## config.mk

```make
export PLATFORM = sky130hd
export DESIGN_NAME = ntt_bram_sched
export DESIGN_NICKNAME = d
export VERILOG_FILES = /design/src/rtl/ntt_bram_sched_pkg.sv /design/src/rtl/ntt_delay_line.sv /design/src/rtl/ntt_bram_sched.sv
export SDC_FILE = /design/constraint.sdc
export NUM_CORES = 1
export LEC_CHECK = 0
export ABC_CLOCK_PERIOD_IN_PS = 14200
export CAP_MARGIN = 10
export CORE_MARGIN = 1
export CORE_UTILIZATION = 34
export CTS_BUF_LIST = sky130_fd_sc_hd__clkbuf_4
export DETAILED_ROUTE_END_ITERATION = 8
export PLACE_DENSITY = 0.58
export RECOVER_POWER = 50
export SETUP_SLACK_MARGIN = 0.2
export SYNTH_ARGS = -nofsm -noshare
export SYNTH_HDL_FRONTEND = slang
export SYNTH_SLANG_ARGS = --single-unit
```

## constraint.sdc

```tcl
create_clock -name clk -period 14.2 [get_ports clk]
set_input_delay 2.84 -clock clk [delete_from_list [all_inputs] [get_ports clk]]
set_output_delay 2.84 -clock clk [all_outputs]
set_load 0.03 [all_outputs]
```

## src/rtl/ntt_bram_sched_pkg.sv

```systemverilog
// Shared definitions for the NTT BRAM scheduler: FSM encoding and width/latency helpers.
// Latency: n/a (package only).
// Backpressure: n/a.
package ntt_bram_sched_pkg;

  typedef enum logic [1:0] {
    ST_IDLE  = 2'd0,
    ST_READ  = 2'd1,
    ST_DRAIN = 2'd2,
    ST_DONE  = 2'd3
  } state_t;

  // Ceiling log2; callers guarantee v >= 2 so the result is never zero-width.
  function automatic int clog2(input int v);
    int r;
    r = 0;
    while ((1 << r) < v) r++;
    return r;
  endfunction

  // Write-back lag: one cycle of registered BRAM read plus the butterfly pipeline.
  function automatic int calc_lat(input int bflat);
    return bflat + 1;
  endfunction

endpackage

```

## src/rtl/ntt_delay_line.sv

```systemverilog
// Fixed-depth shift register with synchronous clear (write-back valid+address alignment).
// Latency: exactly DEPTH cycles from din to dout.
// Backpressure: none; advances every cycle.
// Ports: clk, reset (sync, active-high), din[WIDTH], dout[WIDTH].
module ntt_delay_line #(
  parameter int WIDTH = 1,
  parameter int DEPTH = 1
) (
  input  logic             clk,
  input  logic             reset,
  input  logic [WIDTH-1:0] din,
  output logic [WIDTH-1:0] dout
);

  logic [WIDTH-1:0] sr [DEPTH];

  always_ff @(posedge clk) begin
    if (reset) begin
      for (int i = 0; i < DEPTH; i++) sr[i] <= '0;
    end else begin
      sr[0] <= din;
      for (int i = 1; i < DEPTH; i++) sr[i] <= sr[i-1];
    end
  end

  assign dout = sr[DEPTH-1];

endmodule

```

## src/rtl/ntt_bram_sched.sv

```systemverilog
// In-place radix-2 NTT scheduler: sequences BRAM reads (a then b), twiddle index and write-backs.
// Latency: first read 1 cycle after start is taken; write-back trails its read by BFLAT+1 cycles.
// Backpressure: none; start is ignored while busy, reset aborts and discards pending writes.
// Ports: clk, reset, start -> busy, done, raddr, rd_valid, rd_first, twaddr, stage, wen, waddr.
module ntt_bram_sched
  import ntt_bram_sched_pkg::*;
#(
  parameter int HLEN  = 9,
  parameter int BFLAT = 8,
  localparam int SW   = clog2(HLEN)
) (
  input  logic            clk,
  input  logic            reset,
  input  logic            start,
  output logic            busy,
  output logic            done,
  output logic [HLEN-1:0] raddr,
  output logic            rd_valid,
  output logic            rd_first,
  output logic [HLEN-2:0] twaddr,
  output logic [SW-1:0]   stage,
  output logic            wen,
  output logic [HLEN-1:0] waddr
);

  localparam int LAT = calc_lat(BFLAT);
  localparam int DW  = clog2(LAT + 1);

  state_t          state_q, state_d;
  logic [SW-1:0]   stg_q, stg_d;
  logic [HLEN-2:0] j_q, j_d;
  logic            phase_q, phase_d;
  logic [DW-1:0]   dcnt_q, dcnt_d;

  logic [HLEN-1:0] raddr_d;
  logic            rd_valid_d, rd_first_d, busy_d, done_d;
  logic [HLEN-2:0] twaddr_d;

  // Pair address generation for the current (stage, j).
  logic [HLEN-1:0] jw, hbit, mask, addr_a, addr_b;
  logic [HLEN-2:0] tw_v;
  int              sh;

  always_comb begin
    sh     = HLEN - 1 - int'(stg_q);
    jw     = {1'b0, j_q};
    hbit   = HLEN'(1) << sh;          // h = N >> (stage+1)
    mask   = hbit - HLEN'(1);
    // group base (j with offset bits dropped, shifted past the h bit) plus in-group offset
    addr_a = ((jw >> sh) << (sh + 1)) | (jw & mask);
    addr_b = addr_a + hbit;
    tw_v   = (j_q & mask[HLEN-2:0]) << stg_q;
  end

  always_comb begin
    state_d    = state_q;
    stg_d      = stg_q;
    j_d        = j_q;
    phase_d    = phase_q;
    dcnt_d     = dcnt_q;
    raddr_d    = raddr;
    twaddr_d   = twaddr;
    rd_valid_d = 1'b0;
    rd_first_d = 1'b0;
    busy_d     = (state_q == ST_READ) || (state_q == ST_DRAIN);
    done_d     = (state_q == ST_DONE);

    case (state_q)
      ST_IDLE: begin
        if (start) begin
          state_d = ST_READ;
          stg_d   = '0;
          j_d     = '0;
          phase_d = 1'b0;
        end
      end
      ST_READ: begin
        rd_valid_d = 1'b1;
        rd_first_d = ~phase_q;
        raddr_d    = phase_q ? addr_b : addr_a;
        twaddr_d   = tw_v;
        phase_d    = ~phase_q;
        if (phase_q) begin
          j_d = j_q + (HLEN-1)'(1);
          if (&j_q) begin
            state_d = ST_DRAIN;
            dcnt_d  = '0;
          end
        end
      end
      ST_DRAIN: begin
        // Hold off the next stage until the last write-back of this one has issued.
        dcnt_d = dcnt_q + DW'(1);
        if (dcnt_q == DW'(LAT - 1)) begin
          if (stg_q == SW'(HLEN - 1)) begin
            state_d = ST_DONE;
          end else begin
            state_d = ST_READ;
            stg_d   = stg_q + SW'(1);
            j_d     = '0;
            phase_d = 1'b0;
          end
        end
      end
      ST_DONE: begin
        state_d = ST_IDLE;
      end
      default: state_d = ST_IDLE;
    endcase
  end

  always_ff @(posedge clk) begin
    if (reset) begin
      state_q  <= ST_IDLE;
      stg_q    <= '0;
      j_q      <= '0;
      phase_q  <= 1'b0;
      dcnt_q   <= '0;
      raddr    <= '0;
      twaddr   <= '0;
      rd_valid <= 1'b0;
      rd_first <= 1'b0;
      busy     <= 1'b0;
      done     <= 1'b0;
      stage    <= '0;
    end else begin
      state_q  <= state_d;
      stg_q    <= stg_d;
      j_q      <= j_d;
      phase_q  <= phase_d;
      dcnt_q   <= dcnt_d;
      raddr    <= raddr_d;
      twaddr   <= twaddr_d;
      rd_valid <= rd_valid_d;
      rd_first <= rd_first_d;
      busy     <= busy_d;
      done     <= done_d;
      stage    <= stg_q;
    end
  end

  // Write-back path: {wen, waddr} is {rd_valid, raddr} delayed by LAT cycles.
  logic [HLEN:0] wb_out;

  ntt_delay_line #(
    .WIDTH (HLEN + 1),
    .DEPTH (LAT)
  ) u_wb_dly (
    .clk   (clk),
    .reset (reset),
    .din   ({rd_valid, raddr}),
    .dout  (wb_out)
  );

  assign wen   = wb_out[HLEN];
  assign waddr = wb_out[HLEN-1:0];

endmodule

```

* Yosys cells after proc, flatten, opt, wreduce, memory -nomap -nowiden
Memories as Yosys holds them, arrays and structs flattened. Index checks and enable logic that the tools add are counted.
Word-level totals: memories 1, RAM bits 90, input bits 3, bits in registers 44
Operators by class: equality and inequality tests 10, reductions and logical operators 12, $add $sub $neg 7, shift operators 4, mux-type cells 36, bitwise operators 14
Memory list:
- u_wb_dly.sr | depth 9, width 10, read ports 9, clocked after memory_dff 0, wr ports 9, line ntt_delay_line.sv:15 | logic [WIDTH-1:0] sr [DEPTH];
Operator list (number):
- 10-bit 2-to-1 mux | 9
- 8-bit 2-to-1 mux | 4
- 1-bit by 32-bit << shifter with 9-bit output, first input constant | 1
- 9-bit by 32-bit << shifter with 9-bit output | 1
- 8-bit by 32-bit right shift with 9-bit output | 1
- 8-bit case mux with 3 select lines | 1
- 4-bit 2-to-1 mux | 5
- 4-bit case mux with 2 select lines | 2
- 4-bit AND reduction | 3
- 2-bit 2-to-1 mux | 5
- 9-bit adder | 1
- 8-bit by 9-bit bitwise AND with 9-bit output | 1
- 9-bit 2-to-1 mux | 1
- 1-bit bitwise OR | 9
- 9-bit bitwise OR | 1
- 9-bit by 1-bit subtractor with 9-bit output, second input constant | 1
- 4-bit by 1-bit adder with 4-bit output, second input constant | 2
- 8-bit by 1-bit adder with 8-bit output, second input constant | 1
- 8-bit bitwise AND | 1
- 4-bit equality test, second input constant | 2
- 2-bit case mux with 4 select lines | 1
- 8-bit AND reduction | 1
- 8-bit by 4-bit << shifter with 8-bit output | 1
- 1-bit 2-to-1 mux | 7
- 15 further kinds | 21

* Logic depth before layout (Yosys ltp)
word-level depth 7, depth in mapped cells 23

* Modules after synthesis
A second synthesis with hierarchy kept.
Unflattened totals: cell total of the unflattened synthesis 663, area, all modules 6217.2 sq um
By module, submodules not included:
- ntt_bram_sched | times used 1, cells an instance 463, area an instance 3664.8 sq um, sequential area each 880.8 sq um
- ntt_delay_line | times used 1, cells an instance 200, area an instance 2552.4 sq um, sequential area each 1801.7 sq um

* Least setup slack after synthesis
OpenSTA, ideal clock, no wires.
path type reg-to-reg, start register stg_q[1], end register raddr[8], required time 14126 ps, stages on the path, launching flop included 24, buffers on the path 6, data arrival time 4422 ps, slack 9704 ps, path through dfxtp_1 clkbuf_1 clkbuf_1 inv_1 ha_1 buf_2 buf_2 buf_2 nor2_1 nand2_1 ha_1 clkbuf_1 xnor2_1 o21ai_0 nand2_1 o21ai_1 ha_1 a21oi_1 inv_1 a21oi_1 o21bai_1 a221o_1 a211o_1 a31oi_1
On the way: cells in the longest elaborated chain, start to end 7, elaborated cells on any way between the ends 10, classes of those cells 4 x add/sub; 3 x shift; 1 x mux; 2 x bitwise
RTL lines:
- start: declaration | line ntt_bram_sched.sv:30 | logic [SW-1:0] stg_q, stg_d;
- start signal: assignment | line ntt_bram_sched.sv:128 | stg_q <= stg_d;
- 4-bit by 4-bit subtractor with 5-bit output * | line ntt_bram_sched.sv:45 | sh = HLEN - 1 - int'(stg_q);
- parallel branches: the longest is 5 deep, another holds 9-bit adder
- 9-bit 2-to-1 mux * | line ntt_bram_sched.sv:80 | raddr_d = phase_q ? addr_b : addr_a;
- end signal: assignment | line ntt_bram_sched.sv:132 | raddr <= raddr_d;
- end: declaration | line ntt_bram_sched.sv:17 | output logic [HLEN-1:0] raddr,
Mark *: on every way between the ends. A chain may end at the register's enable or synchronous reset.

==> summary.md <==
| Metric | Value |
|---|---|
| Synth Flop Type | dfxtp_1 |
| Port Buffers | 37 |
| Switch Pwr | 0.306 mW |
| Multi-input gate area | 2990 sq um |
| Initial DRT Pass Iterations | 7 |
| Place WS | 8.53 ns |
| Post-synthesis cell type count | 75 |
| Vias in the first global route | 4434 |
| WL/cell | 15.9 um |
| Slew @ Worst Pin | between 4 and 5 ns |
| FP Rows | 48 |
| Slew HR | -180% |
| Global-route usage over all layers | between 10% and 20% |
| Leakage power | 2.40 nW |
| Die Y | 135 um |
| CP endpoint kind | flop |
| Worst-Skew Late Latency | between 0.5 and 0.6 ns |
| Peak VDD IR | about 0.056 mV |
| Synth Instances | 666 |
| Synth Net Count | 688 |
| Total number of vias | 4687 |
| Mean number of vias per cell | 5.13 |
| DP HPWL | 10100 um |
| NumNets Final | around 700 |
| Most frequent cells in the layout | 134 x dfxtp_1, 95 x nor2b_1, 52 x nor2_1, 42 x nand2_1, 36 x clkdlybuf4s50_1 |
| Clk slew on worst S/H paths | 0.16 ns |
| Seq/Total Area, Yosys | ~45% |
| Share of post-route cells with drive strength above 1 | 7.57% |
| First-pass GRT wire length | 23300 um |
| Setup ws final | slightly above 7 ns |
| Synth Register Bits | 134 |
| Die W | around 130 um |
| Antenna Nets Post-Route | 0 |
| Critical path data arrival time | 7.14 ns |
| Max-slew violations | 102 |
| I/O Pins | 38 |
| CTS Hold Bufs | 0 |
| Final Hold Vio Count | 0 |
| TNS Setup | 0 ns |
| Total wire length | 14600 um |
| Post-synth design cell area | 6010 sq um |
| Post-synth EDFFs | 0 |
| Post-CTS Setup Bufs | 0 |
| YS warnings | 0 |
| Crit Path Class | input pin to flop |
| Status | finished, violations left |
| Yosys top cell by area | dfxtp_1 |
| Post-CTS Resized | 0 |
| CP required | 14.39 ns |
| Failing checks | capacitance limit, slew limit |
| Cell-internal power | just under 0.6 mW |
| Fmax | 144 MHz |
| Setup violations, final | 0 |
| CTS sink cnt | ~130 |
| Share of synthesized flip-flops with an asynchronous set or reset | 0% |
| Syn_area_per_cell | 9.02 sq um |
| Critical Path Source Type | input pin |
| Critical Path Fanout Max | 101 |
| # Max-Cap Violations | 1 |
| Min-delay worst type | flop to flop |
| Num CTS Buffers | 17 |
| H-tree Lvls | 4 |
| Worst-case clock skew | 0.0371 ns |
| Reg area | 2680 sq um |
| Initial DRC Count | around 400 |
| Clk pwr share | between 20 and 30% |
| Final period util | 49.0% |
| Die ar. | 18200 sq um |
| Logic pwr share | 23.4% |
| Core footprint | 17300 sq um |
| Synth-to-Final Area Change | 11.9% |
| Sequential power share | 46.8% |
| Most common cell after layout, fill and taps aside | dfxtp_1 |
| Switching share of power | 34.6% |
| Clock buffer depth | 2 |
| Drt drc | 0 |
| TritonCTS clock tree | yes |
| Hold slack | 0.429 ns |
| GPL Wtd Cong | around 0.9 |
| Fillers | 1724 |
| Grt ovf | 0 |
| Top post-synthesis cells by area | dfxtp_1 45%, nor2b_1 9.9%, ha_1 3.7% |
| Root Driver | clkbuf_4 |
| RSZ-0062 raised after global routing | no |
| Min Tclk post-route | between 6 and 7 ns |
| Initial core utilization | between 30% and 40% |
| Share of the synthesized area in the top cell type | 44.6% |
| Initial antenna violation count | 1 |
| Pin count of the biggest net entering global routing | 102 |
| Power per cell area | 131 nW/um^2 |
[through the flow]
stage / std cells / util (%) / cell area, sq um / power [mW]
6_report: 913 / 38.9 / 6730 / 0.883
4_1_cts: 912 / 38.9 / 6730 / 0.892
3_3_place_gp: 880 / 37.2 / 6430 / 0.627
2_1_floorplan: 666 / - / 6010 / 0.562
5_1_grt: 913 / 38.9 / 6730 / 0.931
3_5_place_dp: 880 / 37.2 / 6430 / 0.627
[logic make-up (layout without fill, tap and decap cells)]
| kind of cell | Yosys count | in the layout | synth area share, % |
|---|---|---|---|
| xor+xnor | 20 | 20 | 2.92 |
| buf+inv | 73 | 94 | 5.58 |
| fa+ha+maj | 19 | 19 | 4.08 |
| mux | 13 | 13 | 2.62 |
| compound gates | 141 | 141 | 16.5 |
| other cells | 0 | 1 | 0 |
| simple gates | 266 | 266 | 23.7 |
| flops | 134 | 134 | 44.6 |
[routing by layer]
metal  up-vias  GRT usage [%]  wire length [um]
li1       2320              -                 -
met1      2205           21.0              6690
met3        25           3.19               539
met5         -              0                 0
met2       137           27.1              6950
met4         0           6.99               377
[layout make-up]
type,count,area share (%)
timing repair buffer,41,5.80
inverter,21,1.17
clock buffer,18,2.01
antenna,1,0.0372
tap,225,4.19
sequential,134,39.9
clock inverter,14,2.44
multi-input combinational,459,44.5
[final timing paths]
path                 startpoint                  to  slack (ns)  cells after the start
min          u_wb_dly.sr[0][16]  u_wb_dly.sr[0][26]        0.43                      1
max                       reset           twaddr[5]        7.25                      4
max reg2reg            stg_q[1]            raddr[5]        8.46                     16
min reg2reg  u_wb_dly.sr[0][16]  u_wb_dly.sr[0][26]        0.43                      1
[worst max-delay path, cell delays in order]
cell      delay (ns)
clkbuf_1        0.72
clkbuf_1        3.01
or3_1           0.40
o32ai_1         0.12
[state kept, by name (all words and copies together), names as in the netlist]
register     count
stg_q            4
phase_q          1
busy             1
rd_valid         1
dcnt_q           4
done             1
j_q              8
state_q          2
rd_first         1
stage            4
twaddr           8
raddr            9
u_wb_dly.sr     90
[power groups by stage]
stage | combinational [mW] | clock, mW | sequential [mW]
6_report | 0.207 | 0.263 | 0.414
2_1_floorplan | 0.129 | 0 | 0.433
5_1_grt | 0.225 | 0.290 | 0.416
3_3_place_gp | 0.204 | 0 | 0.423
3_5_place_dp | 0.205 | 0 | 0.423
4_1_cts | 0.206 | 0.272 | 0.414
[synthesized netlist by cell type, drive strengths merged (2+ instances only)]
cell,number
a2111oi,3
a211oi,4
a21o,3
a21oi,31
a221o,2
a22oi,2
a2bb2oi,3
a31o,3
a31oi,7
a32oi,5
and2,4
and3b,2
buf,24
clkbuf,28
dfxtp,134
ha,18
inv,21
mux2,2
mux2i,9
mux4,2
nand2,42
nand2b,10
nand3,21
nand3b,2
nand4,5
nor2,53
nor2b,95
nor3,12
nor3b,4
nor4b,2
o2111ai,2
o211ai,8
o21a,4
o21ai,30
o21bai,4
o221ai,6
o31ai,5
o32ai,4
or2,2
or3,6
xnor2,12
xor2,8
No activity file was read; power rests on OpenSTA's default activity.
